==> src/rtl/upc_loop_monitor_pkg.sv <==
// Shared types and constants for the loop/module activity monitor.
// Used by upc_loop_monitor and its saturating counter instances.
package upc_loop_monitor_pkg;

    typedef enum logic [1:0] {
        LS_IDLE      = 2'd0,
        LS_RUN       = 2'd1,
        LS_WAIT_CONT = 2'd2,
        LS_FROZEN    = 2'd3
    } loop_state_t;

    localparam int DEFAULT_CNT_W = 32;
    localparam int INFLIGHT_W    = 8;

    // Slots of the generated counter bank
    localparam int CI_ITER  = 0;
    localparam int CI_INV   = 1;
    localparam int CI_TRIP  = 2;
    localparam int CI_RUNS  = 3;
    localparam int CI_MCYC  = 4;
    localparam int NUM_CNT  = 5;

endpackage

==> src/rtl/upc_sat_counter.sv <==
// Up-counter that sticks at all-ones instead of wrapping.
// clr and reset both return it to zero; clr wins over inc.
module upc_sat_counter #(
    parameter int W = 32
) (
    input  logic         clock,
    input  logic         reset,
    input  logic         clr,
    input  logic         inc,
    output logic [W-1:0] count
);

    logic [W-1:0] count_reg;

    always_ff @(posedge clock) begin
        if (reset || clr) begin
            count_reg <= '0;
        end else if (inc && (count_reg != '1)) begin
            count_reg <= count_reg + 1'b1;
        end
    end

    assign count = count_reg;

endmodule

==> src/rtl/upc_loop_monitor.sv <==
// Observes a pipelined loop FSM and its enclosing module, collecting iteration,
// invocation and activity statistics. Define UPC_LOOP_MONITOR_STALL_EN to count stalls.
module upc_loop_monitor
    import upc_loop_monitor_pkg::*;
#(
    parameter int STATE_W = 1,
    parameter int CNT_W   = DEFAULT_CNT_W
) (
    input  logic                  clock,
    input  logic                  reset,
    input  logic                  finish,
    input  logic [STATE_W-1:0]    cur_state,
    input  logic [STATE_W-1:0]    iter_start_state,
    input  logic [STATE_W-1:0]    iter_end_state,
    input  logic [STATE_W-1:0]    quit_state,
    input  logic                  iter_start_block,
    input  logic                  iter_end_block,
    input  logic                  quit_block,
    input  logic                  iter_start_enable,
    input  logic                  iter_end_enable,
    input  logic                  quit_enable,
    input  logic                  loop_start,
    input  logic                  loop_ready,
    input  logic                  loop_done,
    input  logic                  loop_continue,
    input  logic                  quit_at_end,
    input  logic                  ap_start,
    input  logic                  ap_ready,
    input  logic                  ap_done,
    input  logic                  ap_continue,
    output logic [1:0]            loop_state,
    output logic                  mod_busy,
    output logic                  frozen,
    output logic [CNT_W-1:0]      iter_total,
    output logic [CNT_W-1:0]      invocations,
    output logic [CNT_W-1:0]      last_trip,
    output logic [CNT_W-1:0]      stall_cycles,
    output logic [CNT_W-1:0]      mod_runs,
    output logic [CNT_W-1:0]      mod_cycles,
    output logic [INFLIGHT_W-1:0] inflight
);

    loop_state_t           state_reg, state_next;
    logic [INFLIGHT_W-1:0] inflight_reg, inflight_next;
    logic [CNT_W-1:0]      last_trip_reg, last_trip_next;
    logic                  mod_busy_reg, mod_busy_next;
    logic                  frozen_reg;

    logic s_ev, e_ev, q_ev;
    logic live, close_ev, inv_start;
    logic [CNT_W-1:0] trip_val, trip_plus;

    logic [NUM_CNT-1:0] cnt_inc, cnt_clr;
    logic [CNT_W-1:0]   cnt_val [NUM_CNT];

    // Handshake outputs that carry no state information for this monitor
    logic unused_inputs;
    assign unused_inputs = &{1'b0, loop_ready, ap_ready};

    assign s_ev = (cur_state == iter_start_state) && !iter_start_block && iter_start_enable;
    assign e_ev = (cur_state == iter_end_state)   && !iter_end_block   && iter_end_enable;
    assign q_ev = (cur_state == quit_state)       && !quit_block       && quit_enable;

    // Statistics move only while not frozen and not being frozen this cycle
    assign live = !finish && (state_reg != LS_FROZEN);

    assign trip_val  = cnt_val[CI_TRIP];
    assign trip_plus = (trip_val == '1) ? trip_val : trip_val + 1'b1;

    always_comb begin
        state_next     = state_reg;
        inflight_next  = inflight_reg;
        last_trip_next = last_trip_reg;
        inv_start      = 1'b0;
        close_ev       = 1'b0;
        if (finish) begin
            state_next = LS_FROZEN;
        end else begin
            case (state_reg)
                LS_IDLE: begin
                    if (loop_start) begin
                        inv_start  = 1'b1;
                        state_next = LS_RUN;
                    end
                end
                LS_RUN: begin
                    close_ev = loop_done || (!quit_at_end && q_ev);
                    if (close_ev) begin
                        last_trip_next = s_ev ? trip_plus : trip_val;
                        inflight_next  = '0;
                        state_next     = loop_continue ? LS_IDLE : LS_WAIT_CONT;
                    end else if (s_ev && !e_ev && (inflight_reg != '1)) begin
                        inflight_next = inflight_reg + 1'b1;
                    end else if (e_ev && !s_ev && (inflight_reg != '0)) begin
                        inflight_next = inflight_reg - 1'b1;
                    end
                end
                LS_WAIT_CONT: begin
                    if (loop_continue) begin
                        if (loop_start) begin
                            inv_start  = 1'b1;
                            state_next = LS_RUN;
                        end else begin
                            state_next = LS_IDLE;
                        end
                    end
                end
                default: state_next = LS_FROZEN;
            endcase
        end
    end

    always_comb begin
        mod_busy_next = mod_busy_reg;
        if (live) begin
            if (!mod_busy_reg && ap_start) begin
                mod_busy_next = 1'b1;
            end else if (mod_busy_reg && ap_done && ap_continue) begin
                mod_busy_next = 1'b0;
            end
        end
    end

    always_ff @(posedge clock) begin
        if (reset) begin
            state_reg     <= LS_IDLE;
            inflight_reg  <= '0;
            last_trip_reg <= '0;
            mod_busy_reg  <= 1'b0;
            frozen_reg    <= 1'b0;
        end else begin
            state_reg     <= state_next;
            inflight_reg  <= inflight_next;
            last_trip_reg <= last_trip_next;
            mod_busy_reg  <= mod_busy_next;
            if (finish) begin
                frozen_reg <= 1'b1;
            end
        end
    end

    assign cnt_inc[CI_ITER] = live && (state_reg == LS_RUN) && s_ev;
    assign cnt_inc[CI_TRIP] = live && (state_reg == LS_RUN) && s_ev;
    assign cnt_inc[CI_INV]  = inv_start;
    assign cnt_inc[CI_RUNS] = live && !mod_busy_reg && ap_start;
    assign cnt_inc[CI_MCYC] = live && mod_busy_reg;

    // Only the per-invocation trip count is ever cleared outside reset
    assign cnt_clr[CI_ITER] = 1'b0;
    assign cnt_clr[CI_TRIP] = inv_start;
    assign cnt_clr[CI_INV]  = 1'b0;
    assign cnt_clr[CI_RUNS] = 1'b0;
    assign cnt_clr[CI_MCYC] = 1'b0;

    generate
        for (genvar gi = 0; gi < NUM_CNT; gi++) begin : g_cnt
            upc_sat_counter #(.W(CNT_W)) u_cnt (
                .clock (clock),
                .reset (reset),
                .clr   (cnt_clr[gi]),
                .inc   (cnt_inc[gi]),
                .count (cnt_val[gi])
            );
        end
    endgenerate

`ifdef UPC_LOOP_MONITOR_STALL_EN
    logic stall_inc;
    assign stall_inc = live && (state_reg == LS_RUN) && (cur_state == iter_start_state)
                       && iter_start_enable && iter_start_block;
    upc_sat_counter #(.W(CNT_W)) u_stall (
        .clock (clock),
        .reset (reset),
        .clr   (1'b0),
        .inc   (stall_inc),
        .count (stall_cycles)
    );
`else
    assign stall_cycles = '0;
`endif

    assign loop_state  = state_reg;
    assign inflight    = inflight_reg;
    assign last_trip   = last_trip_reg;
    assign mod_busy    = mod_busy_reg;
    assign frozen      = frozen_reg;
    assign iter_total  = cnt_val[CI_ITER];
    assign invocations = cnt_val[CI_INV];
    assign mod_runs    = cnt_val[CI_RUNS];
    assign mod_cycles  = cnt_val[CI_MCYC];

endmodule

==> config.mk <==
export PLATFORM = sky130hd
export DESIGN_NAME = upc_loop_monitor
export DESIGN_NICKNAME = d
export VERILOG_FILES = /design/src/rtl/upc_loop_monitor_pkg.sv /design/src/rtl/upc_sat_counter.sv /design/src/rtl/upc_loop_monitor.sv
export SDC_FILE = /design/constraint.sdc
export NUM_CORES = 1
export LEC_CHECK = 0
export BUFFER_PORTS_ARGS = -buffer_cell sky130_fd_sc_hd__buf_2
export CAP_MARGIN = 40
export CORE_MARGIN = 1
export CORE_UTILIZATION = 55
export CTS_CLUSTER_SIZE = 8
export DETAILED_ROUTE_END_ITERATION = 8
export PLACE_DENSITY_LB_ADDON = 0.25
export SLEW_MARGIN = 40
export SYNTH_ARGS = -nofsm -noshare
export SYNTH_HDL_FRONTEND = slang
export SYNTH_SLANG_ARGS = --single-unit
==> constraint.sdc <==
create_clock -name clock -period 8.15 [get_ports clock]
set_input_delay 0.815 -clock clock [delete_from_list [all_inputs] [get_ports clock]]
set_output_delay 0.815 -clock clock [all_outputs]
set_load 0.005 [all_outputs]
==> parameters.txt, run 1 <==
Parameter                              Value

Place
  Weighted congestion reported at the end of routability-driven placement    between 0.8 and 0.9
  Total cell area at the placement stage    0.01129 mm2
  Post-placement worst setup slack    about 4000 ps
  Buffers added on ports    approximately 190
  Detailed Place HPWL    roughly 17,000 um
  DP Cell Count    about 1,600

Clocking
  Number of buffers added to fix hold violations after cts    0
  Number of sinks handled by clock tree synthesis    about 200
  Clk slew on worst S/H paths    about 50 ps
  Clock Root Buffer    sky130_fd_sc_hd__clkbuf_16
  Depth of the CTS H-tree    1
  Buffer levels on the longest clock path    3
  Count of instances resized after the clock tree is built    0
  Number of buffers added by the clock tree synthesis step    29
  Skew-Pair Late Insertion Delay    around 530 ps
  Setup Buffers After CTS    0
  TritonCTS clock tree    built

Final layout
  Final cell area excluding filler cells    ~0.012 mm2
  Area growth syn-to-layout    16.37%
  Most frequent standard cell in the layout excluding fill and tap cells    sky130_fd_sc_hd__dfxtp_1
  Commonest non-fill, non-tap cells in the layout    204 x sky130_fd_sc_hd__dfxtp_1, 191 x sky130_fd_sc_hd__nor2_1, 190 x sky130_fd_sc_hd__buf_2
  Inserted Diodes    0
  Non-filler instance count after layout    1,666
  Number of flip-flops in the largest register    160
  Total number of nets in the final design    1,472
  Final cell utilization of the core    66.25%
  Count of fill cells added during filler insertion    1,510
  Fraction of final layout cells with drive strength greater than 1    17.68%

Timing
  Shortest clock period the worst path allows after layout    3254 ps
  Clock skew after layout    13.97 ps
  Final critical-path setup slack    4896 ps
  Setup total negative slack    0 ps
  Fmax achieved    307.3 MHz
  Unrepaired setup endpoints after global routing    no
  Final slew viol count    0
  Total count of hold-check failures in the final report    0
  Actual slew at the worst max-slew pin    742.3 ps
  Setup violations, final    0
  Worst slew margin    50.33%
  Tcrit/Tclk final    between 30 and 40%

Floorplanning
  Initial Util    a little under three fifths
  Die outline width    about 140 um
  Floorplan die area    a little under 0.02 mm2
  Die Span Y    about 140 um
  Std cell rows    roughly 50
  Area inside the core boundary    0.01821 mm2
  Number of I/O pins    226

Yosys
  Async set-or-reset flop fraction in the synthesized netlist    0%
  Cell area after technology mapping    0.01037 mm2
  Synth warnings    0
  Flop and latch count out of synthesis    204
  Synth Area per Inst    ~8.2 um2
  Count of flip-flops with a built-in enable after synthesis    0
  Most used DFF post-synth    sky130_fd_sc_hd__dfxtp_1
  Gate count of the mapped netlist    1,272
  Register area share after synthesis    just under 40%
  Distinct cells, synth    56

Critical path
  Critical path's most frequent cell    sky130_fd_sc_hd__xor2_1
  Slowest-stage cell, CP    sky130_fd_sc_hd__ha_1
  Required time of the critical path    8600 ps
  Cells along the critical path    buf_2 -> xor2_1 -> nor2_1 -> o221ai_2 -> ha_1 -> and3_1 -> a221o_1 -> o41ai_1 -> xor2_1 -> or4_1 -> a31oi_1
  Critical path class    in2reg
  CP peak stage delay    approximately 420 ps
  Critical Path Start Type    input pin
  Arrival time at the worst endpoint    3710 ps
  CP endpoint kind    register
  Gate family responsible for the most delay along the worst path    compound AO/OA/AOI/OAI gates
  Peak fanout along the critical path    9
  Combined buffer and inverter count along the critical path    1

Routing
  DR DRC count    0
  Vias per std cell    5.616
  Starting DRT DRC Count    ~530
  Final routed wirelength across all metal layers    24,590 um
  DR WL/cell    around 15 um
  Overall via count from detail_route    9,356
  First-pass iteration count of the detailed router    5
  Antenna violation net count after detailed routing    0

Power and ir drop
  Leakage power figure    4.713 nW
  PD cells    178.2 mW/mm2
  Peak supply drop    about 0.00019 V

GRT
  Via count of the first global-routing pass    roughly 8,500
  Largest net degree at the start of global routing    between 90 and 100
  Overall routing resource usage    between 20% and 30%
  Total congestion overflow    0
  Global-route wire length before repair    ~41,000 um
  Initial antenna violation count    0

Hold path
  Min-Delay Path Class    reg2reg

Run
  # Max-Cap Violations    0

Outcome
  Result of the run    completed
per-stage QoR:
stage	hold slack (ps)	power, mW
2_1_floorplan	448.2	1.103
6_report	443.6	2.150
4_1_cts	449.5	2.172
3_5_place_dp	437.1	1.119
5_1_grt	476.9	2.220
3_3_place_gp	432.8	1.117
layout make-up:
cell class / count / area [um2] / area share (%)
clock buffers: 29 / 725.7 / 6.015
multi-input cells: 983 / 5841 / 48.41
clock inverters: 1 / 30.03 / 0.2489
inverters: 23 / 86.33 / 0.7156
well taps: 229 / 286.5 / 2.375
flip-flops and latches: 204 / 4084 / 33.85
repair buffers: 197 / 1011 / 8.380
cells in the mapped netlist, types with 16 or more instances:
cell / count / area [um2]
sky130_fd_sc_hd__nor4_1: 33 / 206.5
sky130_fd_sc_hd__or3_1: 19 / 118.9
sky130_fd_sc_hd__inv_1: 23 / 86.33
sky130_fd_sc_hd__dfxtp_1: 204 / 4084
sky130_fd_sc_hd__clkbuf_1: 49 / 183.9
sky130_fd_sc_hd__and3_1: 32 / 200.2
sky130_fd_sc_hd__nor3_1: 45 / 225.2
sky130_fd_sc_hd__buf_4: 32 / 240.2
sky130_fd_sc_hd__xor2_1: 82 / 718.2
sky130_fd_sc_hd__nand2_1: 114 / 427.9
sky130_fd_sc_hd__nand3_1: 76 / 380.4
sky130_fd_sc_hd__o21ai_0: 40 / 200.2
sky130_fd_sc_hd__and4_1: 20 / 175.2
sky130_fd_sc_hd__nor2_1: 192 / 720.7
sky130_fd_sc_hd__a21oi_1: 30 / 150.1
sky130_fd_sc_hd__xnor2_1: 77 / 674.4
sky130_fd_sc_hd__nand4_1: 55 / 344.1
sky130_fd_sc_hd__a211oi_1: 16 / 120.1
report_power, final:
| group | switching (mW) | internal, mW | total, mW | leakage [nW] |
|---|---|---|---|---|
| combinational | 0.0560 | 0.0302 | 0.0863 | 2.70 |
| sequential | 0.00767 | 1.01 | 1.01 | 1.64 |
| clock | 0.402 | 0.647 | 1.05 | 0.372 |
path summary, 6_finish.rpt:
path | to | slack (ps) | from | cells past startpoint
setup / recovery | inflight[7] | 4900 | cur_state | 11
hold / removal | last_trip[31] | 440 | last_trip[31] | 2
setup reg to reg | inflight[7] | 5120 | inflight[0] | 9
hold reg to reg | last_trip[31] | 440 | last_trip[31] | 2
layer usage:
layer | global-route usage (%) | routed length, um | vias up
met4 | 5.497 | 438 | 0
met2 | 40.47 | 11130 | 254
met5 | 0 | 0 | -
li1 | - | - | 4687
met3 | 5.093 | 1706 | 35
met1 | 33.63 | 11320 | 4380
worst register-to-register path: stages, from the launching register on:
cell,delay [ps]
sky130_fd_sc_hd__dfxtp_1,460
sky130_fd_sc_hd__nand4_1,160
sky130_fd_sc_hd__o221ai_2,430
sky130_fd_sc_hd__ha_1,380
sky130_fd_sc_hd__and3_1,200
sky130_fd_sc_hd__a221o_1,330
sky130_fd_sc_hd__o41ai_1,310
sky130_fd_sc_hd__xor2_1,130
sky130_fd_sc_hd__or4_1,410
sky130_fd_sc_hd__a31oi_1,160
logic make-up (layout without fill, tap and decap cells):
family | after synthesis | after routing | share of synthesized area [%]
buf+inv | 116 | 250 | 5.624
other cells | 1 | 32 | 0.03617
flops | 204 | 204 | 39.39
mux | 12 | 12 | 1.171
xor+xnor | 159 | 159 | 13.43
simple gates | 653 | 653 | 32.01
compound gates | 115 | 115 | 6.819
fa+ha+maj | 12 | 12 | 1.521
No activity file was read; power rests on OpenSTA's default activity.
==> inputs of run 2 (changes only) <==
CORE_UTILIZATION = 50   (was 55)
clock period = 2.8 ns   (was 8.15 ns; I/O delays follow)
==> run 2 against run 1 <==
Net effect:
- register-to-register slack worse by 5100 ps
- via count rose by 2.2%
- combinational power increased to 3.4 times the previous value
- critical endpoint unchanged
==> parameters.txt, run 2 (synthesis results as in run 1) <==
Parameter                              Value

GRT
  Global-route wire length before repair    41,410 um (+2.2%)
  Total congestion overflow    0 (unchanged)
  Initial antenna violation count    0 (unchanged)
  Largest net degree at the start of global routing    108 (+19%)
  Overall routing resource usage    22.86% (-1.9 points)
  Via count of the first global-routing pass    8,579 (+1.4%)

Final layout
  Non-filler instance count after layout    1,743 (+4.6%)
  Fraction of final layout cells with drive strength greater than 1    19.43% (+1.8 points)
  Total number of nets in the final design    1,506 (+2.3%)
  Count of fill cells added during filler insertion    1,830 (+21%)
  Commonest non-fill, non-tap cells in the layout    204 x sky130_fd_sc_hd__dfxtp_1, 191 x sky130_fd_sc_hd__nor2_1, 190 x sky130_fd_sc_hd__buf_2
  Area growth syn-to-layout    19.23%
  Number of flip-flops in the largest register    160 (unchanged)
  Most frequent standard cell in the layout excluding fill and tap cells    sky130_fd_sc_hd__dfxtp_1

Clocking
  Setup Buffers After CTS    0 (unchanged)
  Clock Root Buffer    sky130_fd_sc_hd__clkbuf_16
  Number of buffers added to fix hold violations after cts    0 (unchanged)
  Depth of the CTS H-tree    1 (unchanged)
  Number of buffers added by the clock tree synthesis step    29 (unchanged)
  Skew-Pair Late Insertion Delay    510 ps (-20 ps)
  Buffer levels on the longest clock path    3 (unchanged)
  Number of sinks handled by clock tree synthesis    204 (unchanged)
  Clk slew on worst S/H paths    50 ps (about the same)
  TritonCTS clock tree    built

Routing
  Antenna violation net count after detailed routing    0 (unchanged)
  First-pass iteration count of the detailed router    6 (+1)
  Overall via count from detail_route    9,560 (+2.2%)
  DR DRC count    0 (unchanged)
  DR WL/cell    14.40 um (-2.4%)
  Vias per std cell    5.485 (-2.3%)
  Starting DRT DRC Count    430 (-19%)
  Final routed wirelength across all metal layers    25,100 um (+2.1%)

Run
  # Max-Cap Violations    0 (unchanged)

Timing
  Final slew viol count    0 (unchanged)
  Actual slew at the worst max-slew pin    760.8 ps (+18.51 ps)
  Setup total negative slack    0 ps (unchanged)
  Shortest clock period the worst path allows after layout    2746 ps
  Fmax achieved    364.1 MHz
  Unrepaired setup endpoints after global routing    yes
  Total count of hold-check failures in the final report    0 (unchanged)
  Setup violations, final    0 (unchanged)
  Tcrit/Tclk final    between 90% and 100%
  Clock skew after layout    8.070 ps (-5.901 ps)
  Worst slew margin    48.81% (-1.5 points)

Place
  DP Cell Count    1,711 (+4.6%)
  Buffers added on ports    191 (unchanged)
  Detailed Place HPWL    17,590 um (+3.1%)
  Weighted congestion reported at the end of routability-driven placement    0.8972 (+5.6%)

Power and ir drop
  Peak supply drop    0.0003841 V (+97%)
  Leakage power figure    4.883 nW (+3.6%)
  PD cells    500.8 mW/mm2 (+180%)

Critical path
  Arrival time at the worst endpoint    3180 ps (-530 ps)
  CP endpoint kind    register
  Reg2Reg Depth    9 (unchanged)
  Slack of the worst reg-to-reg path    50 ps (-5070 ps)
  Reg-to-reg startpoint    inflight[6]
  Slowest-stage cell, CP    sky130_fd_sc_hd__or4_1
  Critical path class    reg2reg
  Peak fanout along the critical path    6 (-3)
  Required time of the critical path    3230 ps (-5370 ps)
  Critical Path Start Type    register
  CP peak stage delay    420 ps (about the same)
  Gate family responsible for the most delay along the worst path    compound AO/OA/AOI/OAI gates
  Cells along the critical path    nand4_1 -> o221ai_4 -> ha_1 -> and3_1 -> a221o_1 -> o41ai_2 -> xor2_1 -> or4_1 -> a31oi_1
  Critical register-to-register path endpoint    inflight[7]
  Combined buffer and inverter count along the critical path    0 (-1)
  Count of cell instances traversed by the critical path    9 (-2)

Hold path
  Min-Delay Path Class    in2reg
  Worst hold path startpoint    reset
  Cell depth of the worst min-delay path    2 (unchanged)
  Hold Path Sink    last_trip[14]

Floorplanning
  Std cell rows    52 (+6.1%)
  Initial Util    51.07% (-5.9 points)
  Area inside the core boundary    0.02030 mm2 (+11%)
  Die outline width    146.0 um (+4.8%)
  Floorplan die area    0.02131 mm2 (+9.9%)
  Die Span Y    146.0 um (+4.8%)
  Number of I/O pins    226 (unchanged)

Outcome
  Result of the run    completed
run 2: routing by layer:
metal,part of all wire (%),global-route usage [%]
met5,0,0
met4,1.9,6.354
met3,5.9,3.354
met2,46,37.61
met1,46,31.18
run 2: layout make-up:
cell class / count / area (um2) / share of cell area, %
diodes: 1 / 2.502 / 0.02024
clock buffers: 30 / 729.5 / 5.901
clock inverters: 1 / 5.005 / 0.04049
inverters: 23 / 86.33 / 0.6985
multi-input cells: 983 / 5844 / 47.28
flip-flops and latches: 204 / 4084 / 33.04
well taps: 270 / 337.8 / 2.733
repair buffers: 231 / 1271 / 10.28
run 2: through the flow:
step / util (%) / instance area (um2) / hold WS (ps) / total power [mW] / setup WS (ps)
finish: 60.89 / 12360 / 32.67 / 6.190 / 53.61
floorplan: - / 10490 / 395.8 / 3.212 / 61.89
detailed placement: 57.17 / 11600 / 437.0 / 3.289 / -86.42
global placement: 57.17 / 11600 / 433.4 / 3.283 / -10.14
CTS: 60.84 / 12350 / 20.82 / 6.252 / 34.73
global route: 60.88 / 12360 / 23.01 / 6.404 / -77.91
run 2: timing repair:
item / in CTS / in global routing
resized for setup: 1 / 1
pin swaps: 0 / 2
setup endpoints to repair: 1 / 2
run 2: power breakdown:
part           total, mW  internal, mW  switching (mW)  leakage, nW
registers           2.94          2.93          0.0157         1.64
clock network       2.95          1.80            1.15        0.362
logic              0.293         0.109           0.184         2.88
run 2: worst reg2reg max path, cell delays in order (launching register included):
cell	delay, ps
sky130_fd_sc_hd__dfxtp_1	330
sky130_fd_sc_hd__nand4_1	220
sky130_fd_sc_hd__o221ai_4	320
sky130_fd_sc_hd__ha_1	320
sky130_fd_sc_hd__and3_1	190
sky130_fd_sc_hd__a221o_1	360
sky130_fd_sc_hd__o41ai_2	240
sky130_fd_sc_hd__xor2_1	120
sky130_fd_sc_hd__or4_1	420
sky130_fd_sc_hd__a31oi_1	170
run 2: worst max path at each step:
stage / slack, ps / to / startpoint
floorplan: 60 / inflight[7] / inflight[1]
global placement: -10 / inflight[7] / cur_state
detailed placement: -90 / inflight[7] / cur_state
CTS: 30 / inflight[7] / inflight[6]
global route: -80 / inflight[7] / inflight[0]
finish: 50 / inflight[7] / inflight[6]
==> inputs of run 3 (changes only) <==
BUFFER_PORTS_ARGS = -buffer_cell sky130_fd_sc_hd__clkbuf_2   (was -buffer_cell sky130_fd_sc_hd__buf_2)
SKIP_CTS_REPAIR_TIMING = 1   (was default)
==> run 3 against run 2 <==
Net effect:
- clock power is 3% higher
- via count is 0.35% lower
- count of clock-buffer cells in the layout is 1 lower
- clock skew is 1.5 ps higher
- cell count hardly changed
- setup slack better by 90 ps
- sequential power hardly changed
- critical path depth is 1 higher
- register-to-register slack better by 90 ps
- critical path type unchanged
- critical endpoint is now inflight[6]
- largest cell class unchanged
==> parameters.txt, run 3 (synthesis results as in run 1) <==
Parameter                              Value

GRT
  Fraction of met1 tracks used by global routing    31.57% (+0.39 points)
  Global-route met2 utilization    38.18% (+0.57 points)
  Global-route wire length before repair    41,920 um (+1.2%)
  Met3 layer usage reported by global route    3.417% (+0.063 points)
  Total congestion overflow    0 (unchanged)
  Most Crowded Layer GR    met2
  Overall routing resource usage    23.10% (+0.24 points)
  Initial antenna violation count    0 (unchanged)
  Via count of the first global-routing pass    8,615 (+0.42%)
  Largest net degree at the start of global routing    60 (-44%)

Critical path
  Required time of the critical path    3250 ps (+20 ps)
  Critical path class    reg2reg
  Peak fanout along the critical path    5 (-1)
  Critical Path Start Type    register
  Arrival time at the worst endpoint    3100 ps (-80 ps)
  CP endpoint kind    register

Routing
  First-pass iteration count of the detailed router    5 (-1)
  DR WL/cell    14.48 um (+0.55%)
  Starting DRT DRC Count    459 (+6.7%)
  Final routed wirelength across all metal layers    25,220 um (+0.49%)
  Antenna violation net count after detailed routing    0 (unchanged)
  DR DRC count    0 (unchanged)
  Vias per std cell    5.469 (-0.29%)
  Overall via count from detail_route    9,527 (-0.35%)

Timing
  Setup total negative slack    0 ps (unchanged)
  Shortest clock period the worst path allows after layout    2656 ps (-90.24 ps)
  Unrepaired setup endpoints after global routing    no
  Fmax achieved    376.5 MHz (+3.4%)
  Clock skew after layout    9.609 ps (+1.539 ps)
  Actual slew at the worst max-slew pin    649.4 ps (-111.5 ps)
  Total count of hold-check failures in the final report    0 (unchanged)
  Setup violations, final    0 (unchanged)
  Worst slew margin    56.71% (+7.9 points)
  Final slew viol count    0 (unchanged)
  Final critical-path setup slack    143.9 ps (+90.24 ps)
  Tcrit/Tclk final    94.86% (-3.2 points)

Power and ir drop
  Total power    6.291 mW (+1.6%)
  PD cells    508.3 mW/mm2 (+1.5%)
  Peak supply drop    0.0004060 V (+5.7%)
  Leakage power figure    4.740 nW (-2.9%)

Final layout
  Count of fill cells added during filler insertion    1,859 (+1.6%)
  Total number of nets in the final design    1,507 (+0.066%)
  Inserted Diodes    0 (-1)
  Area growth syn-to-layout    19.38%
  Fraction of final layout cells with drive strength greater than 1    19.57% (+0.14 points)
  Commonest non-fill, non-tap cells in the layout    204 x sky130_fd_sc_hd__dfxtp_1, 191 x sky130_fd_sc_hd__nor2_1, 190 x sky130_fd_sc_hd__clkbuf_2
  Final cell utilization of the core    60.97% (+0.080 points)
  Number of flip-flops in the largest register    160 (unchanged)
  Most frequent standard cell in the layout excluding fill and tap cells    sky130_fd_sc_hd__dfxtp_1

Floorplanning
  Die outline width    146.0 um (unchanged)
  Number of I/O pins    226 (unchanged)
  Floorplan die area    0.02131 mm2 (unchanged)
  Initial Util    51.07% (unchanged)
  Area inside the core boundary    0.02030 mm2 (unchanged)
  Die Span Y    146.0 um (unchanged)
  Std cell rows    52 (unchanged)

Outcome
  Result of the run    completed

Clocking
  Clock Root Buffer    sky130_fd_sc_hd__clkbuf_16
  Skew-Pair Late Insertion Delay    520 ps (about the same)
  TritonCTS clock tree    built
  Buffer levels on the longest clock path    3 (unchanged)
  Number of sinks handled by clock tree synthesis    204 (unchanged)
  Clk slew on worst S/H paths    50 ps (about the same)
  Depth of the CTS H-tree    1 (unchanged)
  Number of buffers added by the clock tree synthesis step    29 (unchanged)

Place
  Buffers added on ports    191 (unchanged)
  Weighted congestion reported at the end of routability-driven placement    0.8878 (-1.0%)
  Detailed Place HPWL    17,730 um (+0.81%)
  Post-placement worst setup slack    -35.05 ps (+51.37 ps)

Run
  # Max-Cap Violations    0 (unchanged)

Hold path
  Min-Delay Path Class    in2reg
## run 3: cell types whose count changed in the layout (fill, tap and decap cells not counted), sizes merged
cell    before  now
buf        231   42
clkbuf      30  219
bufinv       0    1
clkinv       1    0
diode        1    0
## run 3: worst paths after layout
path / slack, ps / from / cells past startpoint / to
setup / recovery: 140 / inflight[0] / 10 / inflight[6]
hold reg to reg: 450 / last_trip[18] / 2 / last_trip[18]
hold / removal: 70 / loop_continue / 3 / loop_state[1]
setup reg to reg: 140 / inflight[0] / 10 / inflight[6]
## run 3: report_power, final
group / total [mW] / leakage (nW) / switching (mW) / internal, mW
Sequential: 2.95 / 1.64 / 0.0169 / 2.93
Clock: 3.05 / 0.372 / 1.17 / 1.88
Combinational: 0.293 / 2.72 / 0.184 / 0.109
## run 3: worst max-delay path, cell delays in order (launching register included)
cell and delay, ps:
sky130_fd_sc_hd__dfxtp_1 330, sky130_fd_sc_hd__nand4_1 210, sky130_fd_sc_hd__o221ai_4 260, sky130_fd_sc_hd__ha_1 290, sky130_fd_sc_hd__buf_4 150, sky130_fd_sc_hd__nor2b_2 160
sky130_fd_sc_hd__o31a_1 260, sky130_fd_sc_hd__o21a_1 190, sky130_fd_sc_hd__o21ai_0 150, sky130_fd_sc_hd__or4b_1 450, sky130_fd_sc_hd__a21oi_1 140
## run 3: final cells by class
class / instances / area (um2) / area share [%]
well taps: 270 / 337.8 / 2.729
multi-input cells: 983 / 5847 / 47.24
flip-flops and latches: 204 / 4084 / 33.00
repair buffers: 232 / 1266 / 10.23
inverters: 23 / 86.33 / 0.6975
clock inverters: 1 / 30.03 / 0.2426
clock buffers: 29 / 725.7 / 5.863
## run 3: stage by stage
stage	cells	hold slack (ps)	cell area (um2)
after floorplan	1303	395.8	10490
after global placement	1712	438.1	11600
after detailed placement	1712	448.1	11600
after CTS	1742	49.27	12360
after global routing	1742	73.18	12380
final	1742	70.63	12380
## run 3: routing by layer
layer  routed length (um)  vias up  part of all wire [%]
li1                     -     4755                     -
met1                11780     4421                    47
met2                11430      309                    45
met3                 1566       42                   6.2
met4                  448        0                   1.8
met5                    0        -                     0
